<file path="config.mk">
export PLATFORM = sky130hd
export DESIGN_NAME = cam_emulator_flat
export DESIGN_NICKNAME = d
export VERILOG_FILES = /design/src/rtl/cam_emulator_pkg.sv /design/src/rtl/cam_emulator_if.sv /design/src/rtl/cam_clkgen.sv /design/src/rtl/cam_emulator.sv /design/src/flat_wrapper.sv
export SDC_FILE = /design/constraint.sdc
export NUM_CORES = 1
export LEC_CHECK = 0
export ABC_AREA = 1
export CORE_MARGIN = 2
export CORE_UTILIZATION = 63
export DETAILED_ROUTE_END_ITERATION = 12
export HOLD_SLACK_MARGIN = 0.02
export PLACE_DENSITY_LB_ADDON = 0.05
export SLEW_MARGIN = 15
export SYNTH_ARGS = -nofsm -noshare
export SYNTH_HDL_FRONTEND = slang
export SYNTH_SLANG_ARGS = --single-unit
</file>
<file path="constraint.sdc">
create_clock -name clk -period 6.7 [get_ports clk]
set_input_delay 1.34 -clock clk [delete_from_list [all_inputs] [get_ports clk]]
set_output_delay 1.34 -clock clk [all_outputs]
set_load 0.05 [all_outputs]
</file>
<file path="src/rtl/cam_emulator_pkg.sv">
// Shared types and the pattern generator for the camera-bus emulator.
// Pixel values are truncated to 12 bits.
package camerica_pkg;

    localparam int PIX_W = 12;

    typedef enum logic [1:0] {
        PAT_HRAMP = 2'd0,
        PAT_VRAMP = 2'd1,
        PAT_CHECK = 2'd2,
        PAT_DIAG  = 2'd3
    } pattern_t;

    typedef enum logic {
        IDLE = 1'b0,
        RUN  = 1'b1
    } state_t;

    // Pixel value for position (x,y) of a frame; all arithmetic wraps at PIX_W bits.
    function automatic logic [PIX_W-1:0] pix_value(
        input pattern_t    pat,
        input logic [15:0] x,
        input logic [15:0] y,
        input logic [15:0] fc
    );
        logic [PIX_W-1:0] v;
        case (pat)
            PAT_HRAMP: v = x[PIX_W-1:0];
            PAT_VRAMP: v = y[PIX_W-1:0];
            PAT_CHECK: v = {PIX_W{x[0] ^ y[0]}};
            PAT_DIAG:  v = x[PIX_W-1:0] + y[PIX_W-1:0] + fc[PIX_W-1:0];
            default:   v = {PIX_W{1'b0}};
        endcase
        return v;
    endfunction

endpackage

</file>
<file path="src/rtl/cam_emulator_if.sv">
// Camera bus: divided pixel clock, pixel data and the two valid strobes.
interface cam_emulator_if;
    import camerica_pkg::*;

    logic             cam_clk;
    logic [PIX_W-1:0] cam_pixel;
    logic             cam_hsync;
    logic             cam_vsync;

    modport master (output cam_clk, output cam_pixel, output cam_hsync, output cam_vsync);
    modport slave  (input  cam_clk, input  cam_pixel, input  cam_hsync, input  cam_vsync);

endinterface

</file>
<file path="src/rtl/cam_clkgen.sv">
// Free-running divider: cam_clk toggles every CLK_DIV clk cycles; fall_tick
// marks the clk cycle whose closing edge takes cam_clk from 1 to 0.
module cam_clkgen #(
    parameter int CLK_DIV = 2
) (
    input  logic clk,
    input  logic rst,
    output logic cam_clk,
    output logic fall_tick
);

    localparam int              DIV_W    = (CLK_DIV > 1) ? $clog2(CLK_DIV) : 1;
    localparam logic [DIV_W-1:0] DIV_LAST = DIV_W'(CLK_DIV - 1);

    logic [DIV_W-1:0] div_cnt_r;
    logic             cam_clk_r;
    logic             half_end_s;

    // End of the current cam_clk half-period.
    always_comb begin
        half_end_s = (div_cnt_r == DIV_LAST);
    end

    assign fall_tick = half_end_s & cam_clk_r;
    assign cam_clk   = cam_clk_r;

    // Half-period counter and the divided clock itself.
    always_ff @(posedge clk) begin
        if (!rst) begin
            div_cnt_r <= {DIV_W{1'b0}};
            cam_clk_r <= 1'b0;
        end else if (half_end_s) begin
            div_cnt_r <= {DIV_W{1'b0}};
            cam_clk_r <= ~cam_clk_r;
        end else begin
            div_cnt_r <= div_cnt_r + DIV_W'(1);
        end
    end

endmodule

</file>
<file path="src/rtl/cam_emulator.sv">
// Camera-bus transmitter: raster counters, frame FSM and pattern mux.
// Every bus output is registered and changes only on the cam_clk falling edge.
module cam_emulator
    import camerica_pkg::*;
#(
    parameter int CLK_DIV  = 2,
    parameter int H_ACTIVE = 640,
    parameter int H_BLANK  = 160,
    parameter int V_ACTIVE = 480,
    parameter int V_BLANK  = 45
) (
    input  logic                  clk,
    input  logic                  rst,
    input  logic                  enable,
    input  logic [1:0]            pattern,
    output logic [15:0]           frame_count,
    output logic                  running,
    cam_emulator_if.master        cam
);

    localparam int H_TOTAL = H_ACTIVE + H_BLANK;
    localparam int V_TOTAL = V_ACTIVE + V_BLANK;
    localparam int XW      = (H_TOTAL > 1) ? $clog2(H_TOTAL) : 1;
    localparam int YW      = (V_TOTAL > 1) ? $clog2(V_TOTAL) : 1;

    localparam logic [XW-1:0] X_LAST = XW'(H_TOTAL - 1);
    localparam logic [YW-1:0] Y_LAST = YW'(V_TOTAL - 1);
    localparam logic [XW-1:0] X_ACT  = XW'(H_ACTIVE);
    localparam logic [YW-1:0] Y_ACT  = YW'(V_ACTIVE);

    logic             cam_clk_s;
    logic             fall_tick_s;

    state_t           state_r;
    logic [XW-1:0]    x_r;
    logic [YW-1:0]    y_r;
    pattern_t         pat_r;
    logic [15:0]      frame_count_r;
    logic             running_r;
    logic [PIX_W-1:0] pixel_r;
    logic             hsync_r;
    logic             vsync_r;

    logic             frame_end_s;
    logic             start_s;
    logic [XW-1:0]    nx_s;
    logic [YW-1:0]    ny_s;
    logic [15:0]      fc_next_s;
    pattern_t         pat_next_s;
    logic             vsync_next_s;
    logic             hsync_next_s;
    logic [PIX_W-1:0] pixel_next_s;

    cam_clkgen #(
        .CLK_DIV (CLK_DIV)
    ) u_clkgen (
        .clk       (clk),
        .rst       (rst),
        .cam_clk   (cam_clk_s),
        .fall_tick (fall_tick_s)
    );

    // Next raster position, frame start/end decisions and the pixel to drive there.
    always_comb begin
        frame_end_s  = (x_r == X_LAST) && (y_r == Y_LAST);
        start_s      = 1'b0;
        fc_next_s    = frame_count_r;
        nx_s         = {XW{1'b0}};
        ny_s         = {YW{1'b0}};
        pat_next_s   = pat_r;
        pixel_next_s = {PIX_W{1'b0}};

        case (state_r)
            IDLE: start_s = enable;
            RUN: begin
                if (frame_end_s) begin
                    start_s   = enable;
                    fc_next_s = frame_count_r + 16'd1;
                end else begin
                    start_s   = 1'b0;
                end
            end
            default: start_s = 1'b0;
        endcase

        // A new frame re-latches the pattern; otherwise walk the raster.
        if (start_s) begin
            nx_s       = {XW{1'b0}};
            ny_s       = {YW{1'b0}};
            pat_next_s = pattern_t'(pattern);
        end else if (x_r == X_LAST) begin
            nx_s       = {XW{1'b0}};
            ny_s       = y_r + YW'(1);
            pat_next_s = pat_r;
        end else begin
            nx_s       = x_r + XW'(1);
            ny_s       = y_r;
            pat_next_s = pat_r;
        end

        vsync_next_s = (ny_s < Y_ACT);
        hsync_next_s = vsync_next_s && (nx_s < X_ACT);

        if (hsync_next_s) begin
            pixel_next_s = pix_value(pat_next_s, 16'(nx_s), 16'(ny_s), fc_next_s);
        end else begin
            pixel_next_s = {PIX_W{1'b0}};
        end
    end

    // Frame FSM with raster counters and registered bus outputs, advanced on fall_tick.
    always_ff @(posedge clk) begin
        if (!rst) begin
            state_r       <= IDLE;
            x_r           <= {XW{1'b0}};
            y_r           <= {YW{1'b0}};
            pat_r         <= PAT_HRAMP;
            frame_count_r <= 16'd0;
            running_r     <= 1'b0;
            pixel_r       <= {PIX_W{1'b0}};
            hsync_r       <= 1'b0;
            vsync_r       <= 1'b0;
        end else if (fall_tick_s) begin
            frame_count_r <= fc_next_s;
            if (start_s) begin
                state_r   <= RUN;
                running_r <= 1'b1;
                x_r       <= nx_s;
                y_r       <= ny_s;
                pat_r     <= pat_next_s;
                pixel_r   <= pixel_next_s;
                hsync_r   <= hsync_next_s;
                vsync_r   <= vsync_next_s;
            end else if ((state_r == RUN) && !frame_end_s) begin
                x_r       <= nx_s;
                y_r       <= ny_s;
                pixel_r   <= pixel_next_s;
                hsync_r   <= hsync_next_s;
                vsync_r   <= vsync_next_s;
            end else begin
                // Idle, or a frame just finished with enable low: park with the bus quiet.
                state_r   <= IDLE;
                running_r <= 1'b0;
                x_r       <= {XW{1'b0}};
                y_r       <= {YW{1'b0}};
                pixel_r   <= {PIX_W{1'b0}};
                hsync_r   <= 1'b0;
                vsync_r   <= 1'b0;
            end
        end
    end

    assign frame_count   = frame_count_r;
    assign running       = running_r;
    assign cam.cam_clk   = cam_clk_s;
    assign cam.cam_pixel = pixel_r;
    assign cam.cam_hsync = hsync_r;
    assign cam.cam_vsync = vsync_r;

endmodule

</file>
<file path="src/flat_wrapper.sv">
// flat-port wrapper written by rule: the top's interface ports become plain ports
module cam_emulator_flat import camerica_pkg::*;
#(
    parameter int CLK_DIV  = 2,
    parameter int H_ACTIVE = 640,
    parameter int H_BLANK  = 160,
    parameter int V_ACTIVE = 480,
    parameter int V_BLANK  = 45
)
  (clk, rst, enable, pattern, frame_count, running, cam_cam_clk, cam_cam_pixel, cam_cam_hsync, cam_cam_vsync);
  cam_emulator_if cam_i ();
  input  logic clk;
  input  logic rst;
  input  logic enable;
  input  logic [1:0] pattern;
  output logic [15:0] frame_count;
  output logic running;
  output wire logic [$bits(cam_i.cam_clk)-1:0] cam_cam_clk;
  output wire logic [$bits(cam_i.cam_pixel)-1:0] cam_cam_pixel;
  output wire logic [$bits(cam_i.cam_hsync)-1:0] cam_cam_hsync;
  output wire logic [$bits(cam_i.cam_vsync)-1:0] cam_cam_vsync;
  assign cam_cam_clk = cam_i.cam_clk;
  assign cam_cam_pixel = cam_i.cam_pixel;
  assign cam_cam_hsync = cam_i.cam_hsync;
  assign cam_cam_vsync = cam_i.cam_vsync;
  cam_emulator #(.CLK_DIV(CLK_DIV), .H_ACTIVE(H_ACTIVE), .H_BLANK(H_BLANK), .V_ACTIVE(V_ACTIVE), .V_BLANK(V_BLANK)) u_core (.clk(clk), .rst(rst), .enable(enable), .pattern(pattern), .frame_count(frame_count), .running(running), .cam(cam_i));
endmodule
</file>
Yosys cells after proc, flatten, opt, wreduce, memory -nomap -nowiden. Cells that the tools add are included.

Logic and storage cells: 62. Flip-flop bits (word level): 55. Output and inout bits: 32. Memory bits (read-only): 0. Bits in writable memories: 0. Input bits: 5. Latch bits: 0. Memories: 0.

Order comparisons: 2. Reductions and logical operators: 9. Multiply operators: 0. Mux-type cells: 23. Add/sub/neg operators: 6. Shifts and indexed selects: 0. Bitwise logic cells: 5. Equal/unequal tests: 6. Div/mod/pow operators: 0.

Operators with widths (count): 10-bit 2-to-1 mux (8); 12-bit 2-to-1 mux (5); 12-bit one-hot mux with 4 select lines (1); 10-bit by 1-bit adder with 10-bit output, second input constant (2); 10-bit equality test, second input constant (2); 16-bit by 1-bit adder with 16-bit output, second input constant (1); 12-bit adder (1); 10-bit by 10-bit adder with 11-bit output (1); 10-bit less-than comparator, second input constant (1); 10-bit by 9-bit less-than comparator with 1-bit output, second input constant (1); 1-bit 2-to-1 mux (7); 2-bit equality test, second input constant (2); 2-bit AND reduction (2); 1-bit logical AND (3); 1-bit NOT (3); 3-bit AND reduction (1); 2-bit by 1-bit equality test with 1-bit output, second input constant (1); 2-bit logical NOT (1); 2-bit 2-to-1 mux (1); 2-bit by 1-bit != test with 1-bit output, second input constant (1); 1-bit one-hot mux with 2 select lines (1); 2-bit OR reduction (1); 1-bit adder, second input constant (1); 1-bit AND (1); 2 further kinds (2).

Depth between registers and ports, before layout. Gate-level depths: netlist of the first run.

Depth after elaboration: 11. Gate-level depth with buffers: 34. Depth with buffers taken out: 31.

Cells and area by module. A second synthesis of the first run with hierarchy kept.

Cell total of the unflattened synthesis: 675. Area, all modules: 4284.1 sq um.

By module, submodules not included: cam_emulator (cells each 666, instances 1, area each 4215.3 sq um); cam_clkgen (cells each 9, instances 1, area each 68.8 sq um).

Worst setup path after synthesis of the first run. Ideal clock, no wire load.

Path kind: input to register. Start point: input port enable. End point: register u_core.pixel_r[11] (netlist: u_core.cam.cam_pixel[11]). Required time: 6587 ps. Slack: 2310 ps. Arrival time: 4276 ps. Stages on the path: 26. Buffers on the path: 2. Path through: nand2_4 > buf_6 > inv_1 > buf_4 > nor2_1 > ha_1 > fa_1 > nand3_1 > nand2_1 > a21oi_1 > o21bai_1 > a21boi_0 > xor2_1 > inv_1 > ha_1 > inv_1 > o21ai_0 > nand3_1 > nand2_1 > a21oi_1 > inv_1 > nand2_1 > nand3_1 > nand2_1 > nand2_1 > nand2_1.

Longest elaborated chain between the ends: 9.

Ends and longest elaborated chain: start: declaration (line flat_wrapper.sv:14) `input logic enable;`; 1-bit 2-to-1 mux (line cam_emulator.sv:76) `if (frame_end_s) begin`; 1-bit one-hot mux with 2 select lines * (line cam_emulator.sv:73) `case (state_r)`; 10-bit 2-to-1 mux (line cam_emulator.sv:87) `if (start_s) begin`; 10-bit by 10-bit adder with 11-bit output (line cam_emulator_pkg.sv:31) `PAT_DIAG: v = x[PIX_W-1:0] + y[PIX_W-1:0] + fc[PIX_W-1:0];`; 12-bit adder (line cam_emulator_pkg.sv:31); 12-bit one-hot mux with 4 select lines (line cam_emulator_pkg.sv:27) `case (pat)`; 12-bit 2-to-1 mux (line cam_emulator.sv:104) `if (hsync_next_s) begin`; 12-bit 2-to-1 mux (line cam_emulator.sv:134) `end else if ((state_r == RUN) && !frame_end_s) begin`; 12-bit 2-to-1 mux * (line cam_emulator.sv:125) `if (start_s) begin`; end signal: assignment (line cam_emulator.sv:131) `pixel_r <= pixel_next_s;`; end signal: assignment (line cam_emulator.sv:137) `pixel_r <= pixel_next_s;`; end signal: assignment (line cam_emulator.sv:146) `pixel_r <= {PIX_W{1'b0}};`; end: declaration (line cam_emulator.sv:40) `logic [PIX_W-1:0] pixel_r;`.

Mark *: on every way between the ends. The rest lies on a longest branch, timed or not. A chain may end at the register's enable or synchronous reset.

Worst setup path in the final report of the first run. Same ends and word-level chain as after synthesis.

==> results of run 1 <==
-- per-stage QoR --
step	setup WS [ns]	hold slack, ns	util	cell area (sq um)
2_1_floorplan	2.31	0.413	-	4190
3_3_place_gp	1.33	0.420	0.717	4580
3_5_place_dp	1.11	0.440	0.717	4580
4_1_cts	1.41	0.458	0.735	4690
5_1_grt	0.996	0.471	0.735	4690
6_report	1.37	0.454	0.735	4690
-- worst max-delay path, cell delays in order --
cell and delay, ns:
clkdlybuf4s50_1 0.56, nand2_4 0.14, inv_1 0.41, nor2_1 0.13
ha_1 0.27, fa_1 0.41, nand3_1 0.09, nand2_1 0.09
a21oi_1 0.16, o21bai_1 0.11, a21boi_0 0.35, xor2_1 0.21
inv_1 0.07, ha_1 0.34, inv_1 0.08, o21ai_0 0.25
nand3_1 0.10, nand2_1 0.07, a21oi_1 0.05, inv_1 0.06
nand2_1 0.05, nand3_1 0.08, nand2_1 0.05, nand2_1 0.06
nand2_1 0.04
-- registers in the layout (all words and copies together), names as in the netlist --
signal,count
u_core.cam.cam_hsync,1
u_core.cam.cam_pixel,12
u_core.cam.cam_vsync,1
u_core.frame_count,16
u_core.pat_r,2
u_core.running,1
u_core.u_clkgen.cam_clk,1
u_core.u_clkgen.div_cnt_r,1
u_core.x_r,10
u_core.y_r,10
-- cell usage in the layout (no fill, tap or decap), drive strengths merged, types with 2 or more instances in the layout --
master and n:
nor2 72, a31oi 3, nand3 71, nor3 14
xnor2 4, fa 2, inv 100, o21ai 44
nand4 14, nand3b 4, a211oi 2, clkdlybuf4s50 36
xor2 20, o21bai 2, ha 25, nand2 171
dfxtp 55, clkbuf 6, a21oi 24, o22ai 13
-- power groups by stage --
stage	clock, mW	sequential, mW	combinational, mW
finish	0.236	0.332	0.0592
global route	0.245	0.332	0.0634
CTS	0.235	0.332	0.0577
detailed placement	0	0.339	0.0576
global placement	0	0.339	0.0569
floorplan	0	0.346	0.0366
-- routing by layer --
metal  vias up  track usage  part of all wire
met2       195        0.555              0.48
met3        35       0.0404             0.066
met1      2028        0.423              0.43
met5         -            0                 0
met4         0        0.105             0.023
li1       2206            -                 -
-- cells by family (layout without fill, tap and decap cells) --
family / after synthesis / after routing
simple gates: 348 / 348
buf+inv: 114 / 145
fa+ha+maj: 27 / 27
compound gates: 92 / 92
xor+xnor: 24 / 24
flops: 55 / 55
-- layout make-up --
class,instances,area (sq um),area share
clock buffer,6,72.6,0.0155
clock inverter,2,38.8,0.00827
tap,77,96.3,0.0205
sequential,55,1100,0.235
timing repair buffer,37,368,0.0784
inverter,100,379,0.0808
multi-input combinational,491,2640,0.562
-- final timing paths --
path,startpoint,to,slack [ns],cells past startpoint
min reg2reg,u_core.cam.cam_hsync$_SDFFE_PN0P_,u_core.cam.cam_hsync$_SDFFE_PN0P_,0.45,2
min,u_core.cam.cam_hsync$_SDFFE_PN0P_,u_core.cam.cam_hsync$_SDFFE_PN0P_,0.45,2
max reg2reg,u_core.x_r[0]$_SDFFE_PN0P_,u_core.cam.cam_pixel[11]$_SDFFE_PN0P_,1.49,29
max,enable,u_core.cam.cam_pixel[11]$_SDFFE_PN0P_,1.37,25
==> results.ini, run 1 <==
[detailed_routing]
drt.antenna.violating_nets=0
wl_per_cell_microns=15.1
post-route-drc-count=0
drtIter0Drc=356
first_pass_iters=7
vias_per_cell=5.81
num_vias=4464
drt-total-wl_microns=11600

[sta]
tns_ns=0
period_needed_ns=5.33
hold_viol_final=0
tightest_slew_ns=0.732
setup_viol=0
slew_viol_final=0
rsz0062_at_grt=false
clock.fmax_ghz=0.187
finalCritPeriodShare=0.796
slew_headroom=0.512
skew_ns=0.0103

[clock_tree]
post_cts_buffers=0
cts.reportedPaths.clkPinSlew_ns=0.11
cts_root_buf=clkbuf_8
htree_levels=2
cts_resized=0
numCtsBuffers=5
clock-sinks=55
cts_buffer_depth=2
clkLatencyLatePin_ns=0.32
cts_tree=done
ctsHoldBuffers=0

[cells_and_area]
layout.cells.non_filler=768
area_delta_synth_final_pct=11.9
diodes=0
n_fill_cell=548
nets=722
drive_gt1_frac=0.0391

[grt]
antenna_found_initial=0
grt_pass1_wl_microns=19100
grt_usage=0.323
grt_start_max_net_pins=23
grt.overflow.total=0
grt_pass1_vias=4078

[power_and_ir_drop]
swShare=0.269
pwr-share-seq=0.529
clock_power_share=0.377
internal-power_mw=0.459
power_frac_comb=0.094
irDropWorstVdd_v=0.000114
p_switching_mw=0.168
leakagePower_nw=2.14
total_power_mw=0.627
power_density_nw_per_um2=134

[synth]
async_reset_ff_frac=0
synth_xor_area_frac=0.0501
yosysMostFrequentCell=nand2_1
synth.net_count=692
synth_top_family_by_area=simple AND/OR/NAND/NOR gates
synth_seq_area_share=0.263
synth_common_cells=nand2_1, inv_1, nand3_1, nor2_1, dfxtp_1
synth_largest_area_cell=dfxtp_1
synth-simple-area-share=0.372
synth_compound_area_frac=0.123
yosys.area.top_type_share=0.263
synth_edf_count=0
yosysUniqueCellTypes=38
synth_area_sq_um=4190
synth_adder_area_share=0.0842
yosys-mux-area-fraction=0
synth_area_leaders=dfxtp_1, nand2_1, inv_1
synthCells=660
ys_ff_latch=55
ys.flop_type=dfxtp_1
yosysWarnings=0
avgSynthCellArea_sq_um=6.35

[floorplanning]
fp.dieH_microns=85.6
rows=29
top_level_ports=37
core_sq_um=6390
start_util=0.656
die_area_sq_um=7320
die_width_microns=85.6

[worst_setup_path]
critPathArrivalTime_ns=5.57
worstPathRequired_ns=6.93
cp-start-kind=input port
crit_fanout=20
end_kind=register
setup.worst_path.class=input port to register

[placed_design]
place_congestion=0.920
dp_cells=760
dp_hpwl_microns=8930
portBuffers=36

[worst_hold_path]
hold_path.class=register to register

[run_status]
run_status=complete, no violations

[flow_run]
drv_cap=0

No activity file was read; power rests on OpenSTA's default activity.
==> run 2, diff against run 1 <==
- CORE_UTILIZATION: 63 -> 59
- clock period: 6.7 -> 5 ns (I/O delays scaled with it)
==> results.ini, run 2 (synthesized netlist as in run 1, its figures left out) <==
[run_status]
run_status=complete, no violations

[cells_and_area]
diodes=0  ; unchanged
drive_gt1_frac=0.0504  ; +0.0114
area_delta_synth_final_pct=13.0
layout_commonest_cell=nand2_1
largest_reg_flops=16  ; unchanged
nets=725  ; +0.42%
final_cell_mix=nand2_1, inv_1, nand3_1, nor2_1, dfxtp_1
fin_area_sq_um=4740  ; +0.93%
n_fill_cell=671  ; +22%

[detailed_routing]
post-route-drc-count=0  ; unchanged
drt.antenna.violating_nets=0  ; unchanged
drtIter0Drc=280  ; -21%
wl_per_cell_microns=14.7  ; -2.3%
num_vias=4394  ; -1.6%
drt-total-wl_microns=11600  ; +0.48%
vias_per_cell=5.56  ; -4.3%
first_pass_iters=5  ; -2

[sta]
finalCritPeriodShare=0.915
tns_ns=0  ; unchanged
period_needed_ns=4.57
slew_viol_final=0  ; unchanged
tightest_slew_ns=0.800  ; +0.0682 ns
clock.fmax_ghz=0.219
slew_headroom=0.466  ; -0.0455
skew_ns=0.00950  ; -0.000762 ns
hold_viol_final=0  ; unchanged
setup_viol=0  ; unchanged
rsz0062_at_grt=false

[grt]
grt_pass1_wl_microns=19200  ; +0.87%
grt_usage=0.314  ; -0.00942
grt_start_max_net_pins=23  ; unchanged
grt_pass1_vias=4101  ; +0.56%
grt.overflow.total=0  ; unchanged
antenna_found_initial=0  ; unchanged

[clock_tree]
ctsHoldBuffers=0  ; unchanged
cts_tree=done
htree_levels=2  ; unchanged
clock-sinks=55  ; unchanged
clkLatencyLatePin_ns=0.33  ; about the same
post_cts_buffers=0  ; unchanged
cts.reportedPaths.clkPinSlew_ns=0.12  ; about the same
cts_resized=0  ; unchanged
cts_root_buf=clkbuf_8
cts_buffer_depth=2  ; unchanged
numCtsBuffers=5  ; unchanged

[flow_run]
drv_cap=0  ; unchanged

[worst_hold_path]
hold_path.class=register to register

[power_and_ir_drop]
leakagePower_nw=2.14  ; about the same
irDropWorstVdd_v=0.000113  ; -0.90%
total_power_mw=0.793  ; +26%
power_density_nw_per_um2=167  ; +25%

[worst_setup_path]
cp-start-kind=input port
end_kind=register
critPathArrivalTime_ns=4.81  ; -0.76 ns
setup.worst_path.class=input port to register
crit_fanout=18  ; -10%
worstPathRequired_ns=5.24  ; -1.69 ns

[floorplanning]
die_width_microns=88.3  ; +3.2%
die_area_sq_um=7790  ; +6.5%
top_level_ports=37  ; unchanged
core_sq_um=6830  ; +7.0%
rows=30  ; +3.4%
start_util=0.614  ; -0.0428
fp.dieH_microns=88.3  ; +3.2%

[placed_design]
dpl_cell_area_sq_um=4630  ; +1.0%
place_congestion=1.01  ; +9.5%
dp_hpwl_microns=8910  ; -0.26%
portBuffers=36  ; unchanged

[run 2: cell count changes in the layout (fill, tap and decap cells not counted), sizes merged]
cell / previous run / this run
clkinv: 1 / 2
bufinv: 1 / 0
clkinvlp: 0 / 1
clkbuf: 6 / 5
buf: 1 / 4
[run 2: path summary, 6_finish.rpt]
check / cells past startpoint / endpoint / start / slack, ns
worst max register to register: 29 / u_core.cam.cam_pixel[10]$_SDFFE_PN0P_ / u_core.x_r[0]$_SDFFE_PN0P_ / 0.48
worst min register to register: 1 / u_core.u_clkgen.div_cnt_r$_SDFF_PP0_ / u_core.u_clkgen.div_cnt_r$_SDFF_PP0_ / 0.45
worst min-delay path: 1 / u_core.u_clkgen.div_cnt_r$_SDFF_PP0_ / u_core.u_clkgen.div_cnt_r$_SDFF_PP0_ / 0.45
worst max-delay path: 25 / u_core.cam.cam_pixel[10]$_SDFFE_PN0P_ / enable / 0.43
[run 2: per-stage QoR]
stage	hold slack [ns]	instances	utilization	worst slack [ns]
finish	0.448	790	0.693	0.427
global placement	0.421	782	0.677	0.276
floorplan	0.413	660	-	0.735
global route	0.475	790	0.693	0.00783
CTS	0.450	790	0.691	0.180
detailed placement	0.430	782	0.677	0.139
[run 2: area by class of cell]
class	instances	area (sq um)	share of cell area
Clock buffer	5	68.8	0.0145
Sequential cell	55	1100	0.233
Timing Repair Buffer	40	390	0.0824
Clock inverter	3	23.8	0.00502
Inverter	100	379	0.0801
Tap cell	96	120	0.0254
Multi-Input combinational cell	491	2650	0.560
[run 2: critical path, stage by stage]
cell and delay [ns]:
clkdlybuf4s50_1 0.58, nand2_4 0.14, inv_1 0.12, buf_4 0.21, nor2_1 0.08, ha_1 0.38
a21o_1 0.22, nand2_1 0.05, nand2_1 0.04, a21oi_1 0.20, o21ai_1 0.15, nand2_1 0.11
a21oi_1 0.11, o21ai_0 0.21, nand2_1 0.09, ha_1 0.34, inv_1 0.09, nor3_2 0.18
nand3_1 0.12, nand3_1 0.11, nand2_1 0.05, nand3_1 0.07, nand2_1 0.05, nand2_1 0.05
nand2_1 0.04
[run 2: power by group]
group	internal, mW	total [mW]	switching [mW]
registers	0.442	0.444	0.00246
logic	0.0217	0.0791	0.0574
clock network	0.102	0.270	0.168
total	0.565	0.793	0.228
[run 2: metal layers]
| layer | part of all wire | wire length, microns | track usage |
|---|---|---|---|
| met1 | 0.45 | 5220 | 0.415 |
| met2 | 0.46 | 5330 | 0.502 |
| met3 | 0.056 | 647 | 0.0466 |
| met4 | 0.037 | 431 | 0.153 |
| met5 | 0 | 0 | 0 |
==> run 3, diff against run 2 <==
- clock period: 5 -> 4.85 ns (I/O delays scaled with it)
==> results.ini, run 3 (synthesized netlist as in run 1, its figures left out) <==
[worst_setup_path]
critPathArrivalTime_ns=4.71  ; -0.10 ns
rr_worst_depth=26  ; -10%
setup.worst_path.class=input port to register
end_kind=register
cp_top_family=buffers and inverters
crit_chain=clkdlybuf4s50_1, nand2_4, inv_1, buf_4, nor2_1, ha_1, a21oi_1, nand2_1, a21oi_1, o21bai_1, a21boi_1, xor2_1, inv_1, ha_1, inv_1, o21ai_0, a31oi_1, nand4_1, nand4_1, nand3_1, nand2_1, nand2_1
cp.depth=22  ; -12%
critPathMaxStageDelay_ns=0.57  ; about the same
cp-start-kind=input port
path_buf_inv=5  ; +1
worstPathRequired_ns=5.08  ; -0.16 ns
cp_slowest_cell=clkdlybuf4s50_1
crit_fanout=17  ; -1

[clock_tree]
cts_buffer_depth=2  ; unchanged
clock-sinks=55  ; unchanged
cts_root_buf=clkbuf_8
numCtsBuffers=5  ; unchanged
htree_levels=2  ; unchanged
cts.reportedPaths.clkPinSlew_ns=0.11  ; about the same
cts_resized=0  ; unchanged
cts_tree=done
post_cts_buffers=0  ; unchanged
ctsHoldBuffers=0  ; unchanged
clkLatencyLatePin_ns=0.32  ; about the same

[power_and_ir_drop]
irDropWorstVdd_v=0.0000966  ; -15%
total_power_mw=0.806  ; +1.6%
swShare=0.282  ; -0.00569
power_density_nw_per_um2=170  ; +1.4%
leakagePower_nw=2.15  ; +0.79%
clock_power_share=0.332  ; -0.008
internal-power_mw=0.579  ; +2.5%
power_frac_comb=0.100  ; about the same
p_switching_mw=0.227  ; -0.37%
pwr-share-seq=0.568  ; +0.008

[detailed_routing]
drt.antenna.violating_nets=0  ; unchanged
wl_per_cell_microns=14.5  ; -1.8%
vias_per_cell=5.49  ; -1.3%
num_vias=4339  ; -1.3%
drtIter0Drc=263  ; -6.1%
drt-total-wl_microns=11400  ; -1.8%
post-route-drc-count=0  ; unchanged
first_pass_iters=5  ; unchanged

[cells_and_area]
layout.cells.non_filler=790  ; unchanged
drive_gt1_frac=0.0533  ; +0.00288
final_cell_mix=nand2_1, inv_1, nand3_1
layout_commonest_cell=nand2_1
diodes=0  ; unchanged
n_fill_cell=656  ; -2.2%
largest_reg_flops=16  ; unchanged
postLayoutCoreUtil=0.695  ; +0.00183
nets=726  ; +0.14%
area_delta_synth_final_pct=13.3

[sta]
period_needed_ns=4.48
clock.fmax_ghz=0.223
tightest_slew_ns=0.791  ; -0.00884 ns
skew_ns=0.00877  ; -0.000728 ns
slew_headroom=0.472  ; +0.00590
setup_viol=0  ; unchanged
finalCritPeriodShare=0.925
slew_viol_final=0  ; unchanged
hold_viol_final=0  ; unchanged

[grt]
grt_start_max_net_pins=23  ; unchanged
grt_pass1_wl_microns=18700  ; -2.8%
antenna_found_initial=0  ; unchanged
grt.overflow.total=0  ; unchanged
grt_pass1_vias=4016  ; -2.1%
grt_usage=0.304  ; -0.00989

[floorplanning]
core_sq_um=6830  ; unchanged
die_area_sq_um=7790  ; unchanged
die_width_microns=88.3  ; unchanged
top_level_ports=37  ; unchanged
start_util=0.614  ; unchanged
rows=30  ; unchanged
fp.dieH_microns=88.3  ; unchanged

[placed_design]
dp_cells=783  ; +0.13%
portBuffers=36  ; unchanged
dp_hpwl_microns=8970  ; +0.65%
place_congestion=0.966  ; -4.1%

[worst_hold_path]
min_path_cells=1  ; unchanged
hold_path.class=register to register

[flow_run]
drv_cap=0  ; unchanged

[run_status]
run_status=complete, no violations

[run 3: changes by cell type in the layout (fill, tap and decap cells not counted), sizes merged]
| cell | before | now |
|---|---|---|
| clkinv | 2 | 1 |
| buf | 4 | 5 |
[run 3: area by class of cell]
type	count	area (sq um)	share of cell area
Multi-Input combinational cell	491	2660	0.561
Sequential cell	55	1100	0.232
Timing Repair Buffer	41	398	0.0838
Inverter	100	379	0.0798
Tap cell	96	120	0.0253
Clock buffer	5	68.8	0.0145
Clock inverter	2	16.3	0.00343
[run 3: final timing paths]
check	from	endpoint	slack (ns)
max	enable	u_core.cam.cam_pixel[9]$_SDFFE_PN0P_	0.37
min	u_core.u_clkgen.div_cnt_r$_SDFF_PP0_	u_core.u_clkgen.div_cnt_r$_SDFF_PP0_	0.45
min reg2reg	u_core.u_clkgen.div_cnt_r$_SDFF_PP0_	u_core.u_clkgen.div_cnt_r$_SDFF_PP0_	0.45
max reg2reg	u_core.x_r[1]$_SDFFE_PN0P_	u_core.cam.cam_pixel[9]$_SDFFE_PN0P_	0.42
[run 3: through the flow]
stage | TNS [ns] | instance area (sq um) | hold WS (ns) | setup WS [ns]
floorplan | 0 | 4190 | 0.413 | 0.585
global route | -0.0779 | 4750 | 0.476 | -0.0657
CTS | 0 | 4720 | 0.446 | 0.145
finish | 0 | 4750 | 0.446 | 0.366
global placement | 0 | 4630 | 0.421 | 0.172
detailed placement | 0 | 4630 | 0.431 | 0.0619
[run 3: power by group through the flow]
stage               logic [mW]  registers, mW  clock network [mW]
CTS                     0.0800          0.458               0.268
finish                  0.0805          0.458               0.268
detailed placement      0.0799          0.468                   0
global route            0.0884          0.458               0.282
global placement        0.0793          0.468                   0
floorplan               0.0505          0.478                   0
[run 3: metal layers]
metal | vias to the layer above | global-route usage | wire length (microns)
li1 | 2208 | - | -
met5 | - | 0 | 0
met2 | 137 | 0.502 | 5310
met3 | 23 | 0.0504 | 609
met4 | 0 | 0.110 | 298
met1 | 1971 | 0.402 | 5210
